--- src/rtl/snoop_dispatch.sv ---
`default_nettype none
// ============================================================================
// Module   : snoop_dispatch
// Purpose  : Round-robin dispatcher that shares one packet snooper among N
//            packetfilter cores. For each packet it picks a core with a free
//            snooper-side buffer, claims it, grants the snooper and relays
//            the snooper's completion back to that core.
// Ports    : clk, rst_n          - clock, asynchronous active-low reset
//            rdy_for_A[N]        - core has a free snooper-side buffer
//            rdy_for_A_ack[N]    - one-hot, one-cycle buffer claim
//            A_done[N]           - one-hot done, held until A_done_ack
//            A_done_ack[N]       - core accepts the done indication
//            sn_req / sn_gnt     - snooper request / access grant (levels)
//            sn_core[SEL_W]      - index of the claimed core
//            sn_done             - one-cycle snooper completion pulse
//            pkt_cnt[32]         - completed dispatches, wraps
// Revision : 1.0 - initial release
// ============================================================================
module snoop_dispatch #(
  parameter int N     = 4,
  parameter int SEL_W = 2
) (
  input  logic             clk,
  input  logic             rst_n,
  input  logic [N-1:0]     rdy_for_A,
  output logic [N-1:0]     rdy_for_A_ack,
  output logic [N-1:0]     A_done,
  input  logic [N-1:0]     A_done_ack,
  input  logic             sn_req,
  output logic             sn_gnt,
  output logic [SEL_W-1:0] sn_core,
  input  logic             sn_done,
  output logic [31:0]      pkt_cnt
);

  localparam logic [1:0] c_IDLE  = 2'd0;
  localparam logic [1:0] c_CLAIM = 2'd1;
  localparam logic [1:0] c_GRANT = 2'd2;
  localparam logic [1:0] c_DONE  = 2'd3;

  localparam logic [N-1:0]     c_ONE  = {{(N-1){1'b0}}, 1'b1};
  localparam logic [SEL_W-1:0] c_LAST = SEL_W'(N - 1);
  localparam logic [SEL_W:0]   c_NUM  = (SEL_W + 1)'(N);

  logic [1:0]       r_state;
  logic [1:0]       w_state_nxt;
  logic [SEL_W-1:0] r_sel;
  logic [SEL_W-1:0] w_sel_nxt;
  logic [SEL_W-1:0] r_rr_ptr;
  logic [SEL_W-1:0] w_scan_sel;
  logic             w_scan_hit;
  logic [SEL_W:0]   w_idx;
  logic             w_pkt_fin;
  logic [N-1:0]     w_ack_nxt;
  logic [N-1:0]     w_done_nxt;
  logic             w_gnt_nxt;

  // Round-robin scan: first ready core at or after rr_ptr, modulo N.
  // The index is one bit wider so rr_ptr+k cannot overflow before the wrap.
  always_comb begin
    w_scan_sel = '0;
    w_scan_hit = 1'b0;
    w_idx      = '0;
    for (int k = 0; k < N; k++) begin
      w_idx = {1'b0, r_rr_ptr} + (SEL_W + 1)'(k);
      if (w_idx >= c_NUM) begin
        w_idx = w_idx - c_NUM;
      end
      if (!w_scan_hit && rdy_for_A[w_idx[SEL_W-1:0]]) begin
        w_scan_hit = 1'b1;
        w_scan_sel = w_idx[SEL_W-1:0];
      end
    end
  end

  // The packet completes when the chosen core (and only that core) acks.
  assign w_pkt_fin = (r_state == c_DONE) && A_done_ack[r_sel];

  // State register
  always_ff @(posedge clk or negedge rst_n) begin
    if (!rst_n) begin
      r_state  <= c_IDLE;
      r_sel    <= '0;
      r_rr_ptr <= '0;
    end else begin
      r_state <= w_state_nxt;
      r_sel   <= w_sel_nxt;
      if (w_pkt_fin) begin
        r_rr_ptr <= (r_sel == c_LAST) ? '0 : r_sel + 1'b1;
      end
    end
  end

  // Next-state logic; sel is frozen once chosen so later rdy_for_A changes
  // cannot move the claim to another core.
  always_comb begin
    w_state_nxt = r_state;
    w_sel_nxt   = r_sel;
    case (r_state)
      c_IDLE: begin
        if (sn_req && w_scan_hit) begin
          w_state_nxt = c_CLAIM;
          w_sel_nxt   = w_scan_sel;
        end
      end
      c_CLAIM: w_state_nxt = c_GRANT;
      c_GRANT: begin
        if (sn_done) begin
          w_state_nxt = c_DONE;
        end
      end
      c_DONE: begin
        if (w_pkt_fin) begin
          w_state_nxt = c_IDLE;
        end
      end
      default: w_state_nxt = c_IDLE;
    endcase
  end

  // Output logic, decoded from the next state so that every output can be
  // registered and still line up with the state it belongs to.
  always_comb begin
    w_ack_nxt  = '0;
    w_done_nxt = '0;
    w_gnt_nxt  = 1'b0;
    case (w_state_nxt)
      c_CLAIM: w_ack_nxt  = c_ONE << w_sel_nxt;
      c_GRANT: w_gnt_nxt  = 1'b1;
      c_DONE:  w_done_nxt = c_ONE << w_sel_nxt;
      default: ;
    endcase
  end

  always_ff @(posedge clk or negedge rst_n) begin
    if (!rst_n) begin
      rdy_for_A_ack <= '0;
      A_done        <= '0;
      sn_gnt        <= 1'b0;
      sn_core       <= '0;
      pkt_cnt       <= '0;
    end else begin
      rdy_for_A_ack <= w_ack_nxt;
      A_done        <= w_done_nxt;
      sn_gnt        <= w_gnt_nxt;
      sn_core       <= w_sel_nxt;
      if (w_pkt_fin) begin
        pkt_cnt <= pkt_cnt + 32'd1;
      end
    end
  end

endmodule
`default_nettype wire
--- config.mk ---
export PLATFORM = sky130hd
export DESIGN_NAME = snoop_dispatch
export DESIGN_NICKNAME = d
export VERILOG_FILES = /design/src/rtl/snoop_dispatch.sv
export SDC_FILE = /design/constraint.sdc
export NUM_CORES = 1
export LEC_CHECK = 0
export ABC_AREA = 0
export BUFFER_PORTS_ARGS = -buffer_cell sky130_fd_sc_hd__buf_2
export CAP_MARGIN = 20
export CORE_MARGIN = 2
export CORE_UTILIZATION = 31
export CTS_CLUSTER_SIZE = 28
export DETAILED_ROUTE_END_ITERATION = 12
export PLACE_DENSITY = 0.5
export SYNTH_ARGS = -nofsm -noshare
export SYNTH_HDL_FRONTEND = slang
export SYNTH_SLANG_ARGS = --single-unit
--- constraint.sdc ---
create_clock -name clk -period 2.2 [get_ports clk]
set_clock_uncertainty 0.1 [all_clocks]
set_input_delay 0.33 -clock clk [delete_from_list [all_inputs] [get_ports clk]]
set_output_delay 0.33 -clock clk [all_outputs]
set_load 0.005 [all_outputs]
==> results of run 1 <==
==> state kept, by name, indices dropped and copies added, names as in the netlist <==
register	cells
sn_gnt	1
rdy_for_A_ack	4
r_state	2
sn_core	2
pkt_cnt	32
r_rr_ptr	2
A_done	4
==> metrics by stage <==
stage | cells | cell area [um2] | hold slack, ps | utilization, % | total power [mW]
2_1_floorplan | 191 | 2210 | -65.6 | - | 1.78
3_3_place_gp | 341 | 2630 | 234 | 38.4 | 2.12
3_5_place_dp | 341 | 2630 | 240 | 38.4 | 2.13
4_1_cts | 350 | 2750 | 277 | 40.2 | 2.78
5_1_grt | 350 | 2750 | 284 | 40.2 | 2.92
6_report | 350 | 2750 | 281 | 40.2 | 2.73
==> worst max-delay path, cell delays in order (launching register included) <==
cell and delay [ps]:
dfrtp_1 380, or3b_1 390, or2_0 380, o31ai_4 470
nor3b_1 260
==> repair_timing <==
action / in CTS / in global routing
endpoints found under the hold margin: 21 / 0
setup buffers: 0 / 0
hold buffers: 1 / 0
gates resized for setup: 0 / 0
endpoints found under the setup margin: 0 / 1
==> worst paths after layout <==
kind	startpoint	end	slack [ps]	cells after the start
max reg2reg	r_state[1]	A_done[2]	130	4
min in group asynchronous	rst_n	pkt_cnt[30]	420	2
min reg2reg	pkt_cnt[31]	pkt_cnt[31]	370	1
max in group asynchronous	rst_n	pkt_cnt[5]	1050	3
min	sn_done	sn_gnt	280	3
max	r_state[1]	A_done[2]	130	4
==> Yosys cell counts, types with 3 or more instances <==
| cell type | count | share of area [%] |
|---|---|---|
| dfrtp_1 | 47 | 53 |
| xor2_1 | 29 | 12 |
| nand2_1 | 13 | 2.2 |
| nor3_1 | 11 | 2.5 |
| nor4_1 | 10 | 2.8 |
| nand3_1 | 8 | 1.8 |
| clkbuf_1 | 6 | 1.0 |
| nor3b_1 | 6 | 2.0 |
| nor4b_1 | 6 | 2.4 |
| nand2b_1 | 4 | 1.1 |
| nand4_1 | 4 | 1.1 |
| nor2_1 | 4 | 0.68 |
| and4_1 | 3 | 1.2 |
| mux2_2 | 3 | 1.5 |
| o21ai_0 | 3 | 0.68 |
==> final cells by class <==
cell class | instances | area [um2] | area share (%)
well taps | 96 | 120 | 4.37
multi-input cells | 135 | 983 | 35.8
clock inverters | 3 | 43.8 | 1.59
inverters | 1 | 3.75 | 0.137
flip-flops and latches | 47 | 1180 | 42.8
repair buffers | 63 | 353 | 12.8
clock buffers | 5 | 68.8 | 2.50
==> power by group through the flow <==
| stage | Sequential (mW) | Clock, mW | Combinational [mW] |
|---|---|---|---|
| 2_1_floorplan | 1.25 | 0 | 0.530 |
| 6_report | 1.24 | 0.641 | 0.854 |
| 5_1_grt | 1.27 | 0.696 | 0.955 |
| 3_3_place_gp | 1.26 | 0 | 0.865 |
| 3_5_place_dp | 1.26 | 0 | 0.871 |
| 4_1_cts | 1.24 | 0.661 | 0.875 |
==> cell families (layout without fill, tap and decap cells) <==
family,after synthesis,after routing,share of synthesized area [%]
compound gates,12,12,5.21
flops,47,47,53.3
fa+ha+maj,2,2,1.13
buf+inv,9,72,2.21
simple gates,85,85,23.5
mux,5,5,2.44
xor+xnor,31,31,12.3
==> metal layers <==
layer	global-route usage (%)	share of wire [%]	vias to the layer above
li1	-	-	804
met4	4.13	1.0	0
met2	19.9	46	41
met3	3.17	4.4	5
met1	17.4	48	791
met5	0	0	-
==> flow_summary.toml, run 1 <==
[sta]
relSlewSlack_pct = 65.6
finalHoldViolCount = 0
grt_setup_unrepaired = "false"
fmax_mhz = 483
min_period_ps = 2070
maxSlewViolCount = 0
setup_viol = 0
setup_ws_ps = 130
min_period_over_period_pct = 94.1
finalSetupTns_ps = 0
worst_slew_pin_slew_ps = 516

[synth]
ys_types = 42
synth-async-reset-ratio_pct = 100
yosysSeqAreaShare_pct = 53.3
synth_area_um2 = 2210
synth_warnings = 0
synth_ff_type = "dfrtp_1"
synth_edf_count = 0
syn_inst = 191
avgSynthCellArea_um2 = 11.6
ys_ff_latch = 47
synthesis.nets = 205

[global_routing]
antenna_found_initial = 0
gr-total-overflow = 0
grt_max_degree = 27
grt_first_pass_wirelength_um = 7660
first_global_vias = 1529
track_usage_pct = 12.7

[setup_path]
required_ps = 2310
end_kind = "register"
setup.worst_path.class = "reg -> reg"
worstPathArrival_ps = 2180
worstPathMaxFanout = 9
start_kind = "register"

[outcome]
outcome = "completed"

[placed_design]
gp_congestion = 0.698
dp_hpwl_um = 3260
numPortBuffers = 54
detailedPlace.worstSlack_ps = 116

[pwr]
pwr-share-seq_pct = 45.3
ir_drop_uv = 528
p_comb_share_pct = 31.2
clkPwrFrac_pct = 23.5
p_sw_uw = 936
swShare_pct = 34.2
intPower_mw = 1.80
power.density_nw_per_um2 = 995
p_leak_nw = 1.22

[clock_tree]
htree_levels = 2
cts-root-buf = "clkbuf_8"
cts_tree = "yes"
clkLatencyLatePin_ps = 300
clock_tree.buffer_depth = 2
cts_made_buffers = 5
cts.sinks = 47
clk_pin_slew_worst_paths_ps = 90

[hold_path]
hold_path_class = "in -> reg"

[drt]
postRouteAntennaNets = 0
first_iter_violations = 35
wirelength_um = 4640
drt_drc_violations_left = 0
routed_via_density = 4.69
wire_per_inst_um = 13.3
vias = 1641
first_pass_iters = 4

[floorplan]
die_x_um = 88.4
die_h_um = 88.4
ios = 55
rows = 30
fp.coreArea_um2 = 6830
start_util_pct = 32.3
die_area_um2 = 7810

[layout]
n_antenna_cell = 0
fill_cells = 704
final_common_cell = "buf_2"
nNetsFinal = 267
layout-drive-gt1-share_pct = 30.3
final_cell_mix = "buf_2 (54), dfrtp_1 (47), xor2_1 (29)"
area_growth_pct = 24.5

[flow_run]
maxCapViolCount = 0
Power figures use the tool's default switching activity.
==> run 2, diff against run 1 <==
Settings changed: CORE_UTILIZATION 31 to 49, PLACE_DENSITY 0.5 to 0.73.
==> run 2 against run 1 <==
  * Critical path depth unchanged
  * Combinational power decreased by 1%
  * Sequential share of layout area increased by 1.7 points
  * First-iteration DRC count grew to 4.3 times the previous value
  * Clock power down 26%
  * Highest routed layer unchanged
  * Register-to-register slack hardly changed
  * Non-clock buffer count fell by 2
  * Critical endpoint is now rdy_for_A_ack[2]
  * Die area shrank 35%
  * Design area is 3.8% lower
  * Global-route usage grew 5.8 points
  * Largest power group unchanged
  * Sequential power hardly changed
==> flow_summary.toml, run 2 (same netlist as run 1, synthesis figures left out) <==
[pwr]
power.density_nw_per_um2 = 967
p_leak_nw = 1.19
ir_drop_uv = 616

[floorplan]
ios = 55
die_area_um2 = 5060
rows = 24
die_h_um = 71.1
start_util_pct = 50.7
die_x_um = 71.1
fp.coreArea_um2 = 4350

[clock_tree]
clk_pin_slew_worst_paths_ps = 80
cts.sinks = 47
cts-root-buf = "clkbuf_8"
cts_made_buffers = 5
htree_levels = 2
clock_tree.buffer_depth = 2
cts_tree = "yes"
clkLatencyLatePin_ps = 300

[global_routing]
track_usage_pct = 18.5
first_global_vias = 1563
grt_max_degree = 26
grt_first_pass_wirelength_um = 7340
gr-total-overflow = 0
antenna_found_initial = 0

[sta]
worst_slew_pin_slew_ps = 532
maxSlewViolCount = 0
grt_setup_unrepaired = "false"
min_period_over_period_pct = 94.8
finalSetupTns_ps = 0
finalHoldViolCount = 0
relSlewSlack_pct = 64.5
setup_viol = 0
min_period_ps = 2080
fmax_mhz = 480

[setup_path]
setup.worst_path.class = "reg -> reg"
end_kind = "register"
r2r-start = "r_state[1]"
start_kind = "register"
r2r_end = "rdy_for_A_ack[2]"
required_ps = 2300
worstPathArrival_ps = 2180
worst-r2r-cell-count = 4
worstPathMaxFanout = 9
rrSetupSlack_ps = 120

[drt]
wire_per_inst_um = 13.9
met1_length_um = 1970
routed_via_density = 5.35
drt_drc_violations_left = 0
route.met2.wl_um = 1950
wirelength_um = 4210
dr_wl_met3_um = 212
postRouteAntennaNets = 0
first_iter_violations = 152
vias = 1615
first_pass_iters = 4
topRoutingLayerUsed = "met4"

[placed_design]
numPortBuffers = 54
dp_hpwl_um = 3030
gp_congestion = 0.776
placed_area_um2 = 2560

[layout]
final_core_util_pct = 60.7
area_growth_pct = 19.8
largest_register_ff_count = 32
nNetsFinal = 265
stdcell_area_um2 = 2650
top_register = "pkt_cnt"
layout-drive-gt1-share_pct = 29.2
largestRegisters = "pkt_cnt: 32 flops, A_done: 4 flops, rdy_for_A_ack: 4 flops"
n_antenna_cell = 0
final_common_cell = "buf_2"
final_cell_mix = "buf_2 (54), dfrtp_1 (47), xor2_1 (29)"

[hold_path]
hold_start = "sn_done"
whs_endpoint = "sn_gnt"
hold_path_class = "in -> reg"
hold_depth = 3

[flow_run]
maxCapViolCount = 0

[outcome]
outcome = "completed"
run 2: worst max path at each step:
stage	start	to	slack, ps
floorplan	r_state[1]	A_done[1]	240
global placement	sn_req	A_done[1]	160
detailed placement	sn_req	A_done[1]	110
CTS	r_state[1]	A_done[1]	120
global route	r_state[1]	rdy_for_A_ack[2]	4
finish	r_state[1]	rdy_for_A_ack[2]	120
run 2: layer usage:
metal | vias to the layer above | track usage, %
met5 | - | 0
met4 | 0 | 6.29
met3 | 9 | 5.84
met2 | 38 | 28.7
met1 | 771 | 24.7
li1 | 797 | -
run 2: timing repair:
item                                    4_1_cts  5_1_grt
buffers inserted                              0        0
hold buffers                                  1        0
resized for setup                             0        1
endpoints found under the hold margin        22        0
endpoints found under the setup margin        0        1
run 2: cell type report:
cell class / instances / area, um2
Inverter: 1 / 3.75
Timing Repair Buffer: 61 / 338
Tap cell: 52 / 65.1
Clock buffer: 6 / 72.6
Sequential cell: 47 / 1180
Fill cell: 393 / 1710
Multi-Input combinational cell: 135 / 990
run 2: power by group:
group / internal (mW) / switching [mW] / total, mW
clock network: 0.212 / 0.264 / 0.476
logic: 0.409 / 0.433 / 0.842
registers: 1.05 / 0.193 / 1.24
total: 1.67 / 0.889 / 2.56
run 2: per-stage QoR:
step / setup slack, ps / cells / hold WS (ps) / total power, mW
3_3_place_gp: 158 / 295 / 233 / 2.08
5_1_grt: 3.60 / 302 / 313 / 2.73
2_1_floorplan: 244 / 191 / -65.6 / 1.78
3_5_place_dp: 114 / 295 / 236 / 2.10
6_report: 115 / 302 / 282 / 2.56
4_1_cts: 117 / 302 / 281 / 2.58
run 2: critical path: stages (launching register included):
cell and delay (ps):
dfrtp_1 380, or3b_1 390, or2_0 370, o31ai_4 470
nor3b_1 280
==> run 3, diff against run 2 <==
Settings changed: CORE_UTILIZATION 49 to 30, MAX_ROUTING_LAYER set to met4, PLACE_DENSITY 0.73 to 0.49.
==> run 3 against run 2 <==
  * Power increased by 7.4%
  * Via count increased by 1.3%
  * Critical path depth unchanged
  * Register-to-register slack improved by 70 ps
  * Non-clock buffer count increased by 2
  * Die area increased by 59%
  * Critical endpoint unchanged
  * Highest routed layer unchanged
==> flow_summary.toml, run 3 (same netlist as run 1, synthesis figures left out) <==
[global_routing]
gr-total-overflow = 0
grt_first_pass_wirelength_um = 7870
antenna_found_initial = 0
track_usage_pct = 12.1
first_global_vias = 1657
grt_max_degree = 29

[floorplan]
die_x_um = 89.8
die_area_um2 = 8060
fp.coreArea_um2 = 7180
die_h_um = 89.8
ios = 55
rows = 31
start_util_pct = 30.8

[layout]
layout.cells.non_filler = 353
multi_input_area_um2 = 988
largest_register_ff_count = 32
n_antenna_cell = 0
stdcell_area_um2 = 2770
final_cell_mix = "buf_2 (54), dfrtp_1 (47), xor2_1 (29)"
layout-drive-gt1-share_pct = 30.7
seq_area_um2 = 1180
nNetsFinal = 267
fill_cells = 723
final_common_cell = "buf_2"
largestRegisters = "pkt_cnt: 32 flops, A_done: 4 flops, rdy_for_A_ack: 4 flops"
area_growth_pct = 25.4
top_register = "pkt_cnt"

[clock_tree]
clkLatencyLatePin_ps = 290
htree_levels = 2
cts.sinks = 47
cts-root-buf = "clkbuf_8"
post-cts-setup-buffers = 0
cts_tree = "yes"
cts_made_buffers = 5
clock_tree.buffer_depth = 2
clk_pin_slew_worst_paths_ps = 90

[setup_path]
worstPathArrival_ps = 2130
end_kind = "register"
required_ps = 2310
r2r-start = "r_state[1]"
rrSetupSlack_ps = 190
r2r_end = "rdy_for_A_ack[2]"
worst-r2r-cell-count = 4
setup.worst_path.class = "reg -> reg"
cp-endpoint = "rdy_for_A_ack[2]"
start_kind = "register"
crit_path_start = "r_state[1]"
worstPathMaxFanout = 9

[drt]
first_iter_violations = 24
wirelength_um = 4500
first_pass_iters = 4
drt_drc_violations_left = 0
vias = 1636
postRouteAntennaNets = 0
wire_per_inst_um = 12.8
routed_via_density = 4.63

[outcome]
outcome = "completed"

[sta]
fmax_mhz = 497
setup_viol = 0
maxSlewViolCount = 0
relSlewSlack_pct = 67.5
finalHoldViolCount = 0
min_period_over_period_pct = 91.4
grt_setup_unrepaired = "false"
min_period_ps = 2010
worst_slew_pin_slew_ps = 487
finalSetupTns_ps = 0

[hold_path]
hold_path_class = "in -> reg"

[placed_design]
placedCellCount = 344
numPortBuffers = 54
gp_congestion = 0.684
placed_area_um2 = 2640
dp_hpwl_um = 3190

[flow_run]
maxCapViolCount = 0

[pwr]
power.density_nw_per_um2 = 991
p_leak_nw = 1.23
ir_drop_uv = 395
==> run 3: how the worst min path moves through the flow <==
stage | from | endpoint | cells past startpoint
after CTS | sn_done | sn_gnt | 3
after global routing | sn_done | sn_gnt | 3
final | sn_done | sn_gnt | 3
after detailed placement | rst_n | pkt_cnt[27] | 1
after global placement | rst_n | pkt_cnt[27] | 1
after floorplan | rst_n | A_done[0] | 0
==> run 3: metal layers <==
layer | track usage [%] | part of all wire, % | vias up
met5 | - | 0 | -
met4 | 3.46 | 0.33 | 0
met3 | 2.26 | 3.4 | 2
met2 | 19.3 | 47 | 32
met1 | 15.8 | 49 | 788
li1 | - | - | 814
==> run 3: worst max-delay path: stages, from the launching register on <==
cell	delay [ps]
dfrtp_1	380
or3b_1	390
or2_0	370
o31ai_4	470
nor3b_1	220
==> run 3: area by class of cell <==
cell class                      count  area share (%)
Multi-Input combinational cell    135            35.7
Clock inverter                      3            1.58
Sequential cell                    47            42.5
Timing Repair Buffer               63            13.2
Tap cell                           99            4.47
Inverter                            1           0.136
Clock buffer                        5            2.48
==> run 3: per-stage QoR <==
step / setup slack, ps / hold slack, ps / total power [mW] / utilization [%]
CTS: 124 / 280 / 2.81 / 38.5
global route: 1.91 / 303 / 2.95 / 38.6
detailed placement: 121 / 214 / 2.15 / 36.8
global placement: 146 / 213 / 2.15 / 36.8
finish: 188 / 296 / 2.75 / 38.6
floorplan: 244 / -65.6 / 1.78 / -
==> run 3: report_power, final <==
group          total (mW)  internal [mW]  switching [mW]
sequential           1.23           1.05           0.188
combinational       0.880          0.435           0.444
clock               0.633          0.339           0.294
total                2.75           1.82           0.926
==> run 3: repair_timing <==
| action | CTS | global route |
|---|---|---|
| hold buffers | 1 | 0 |
| resized for setup | 0 | 1 |
| hold endpoints to repair | 19 | 0 |
| setup endpoints to repair | 0 | 3 |
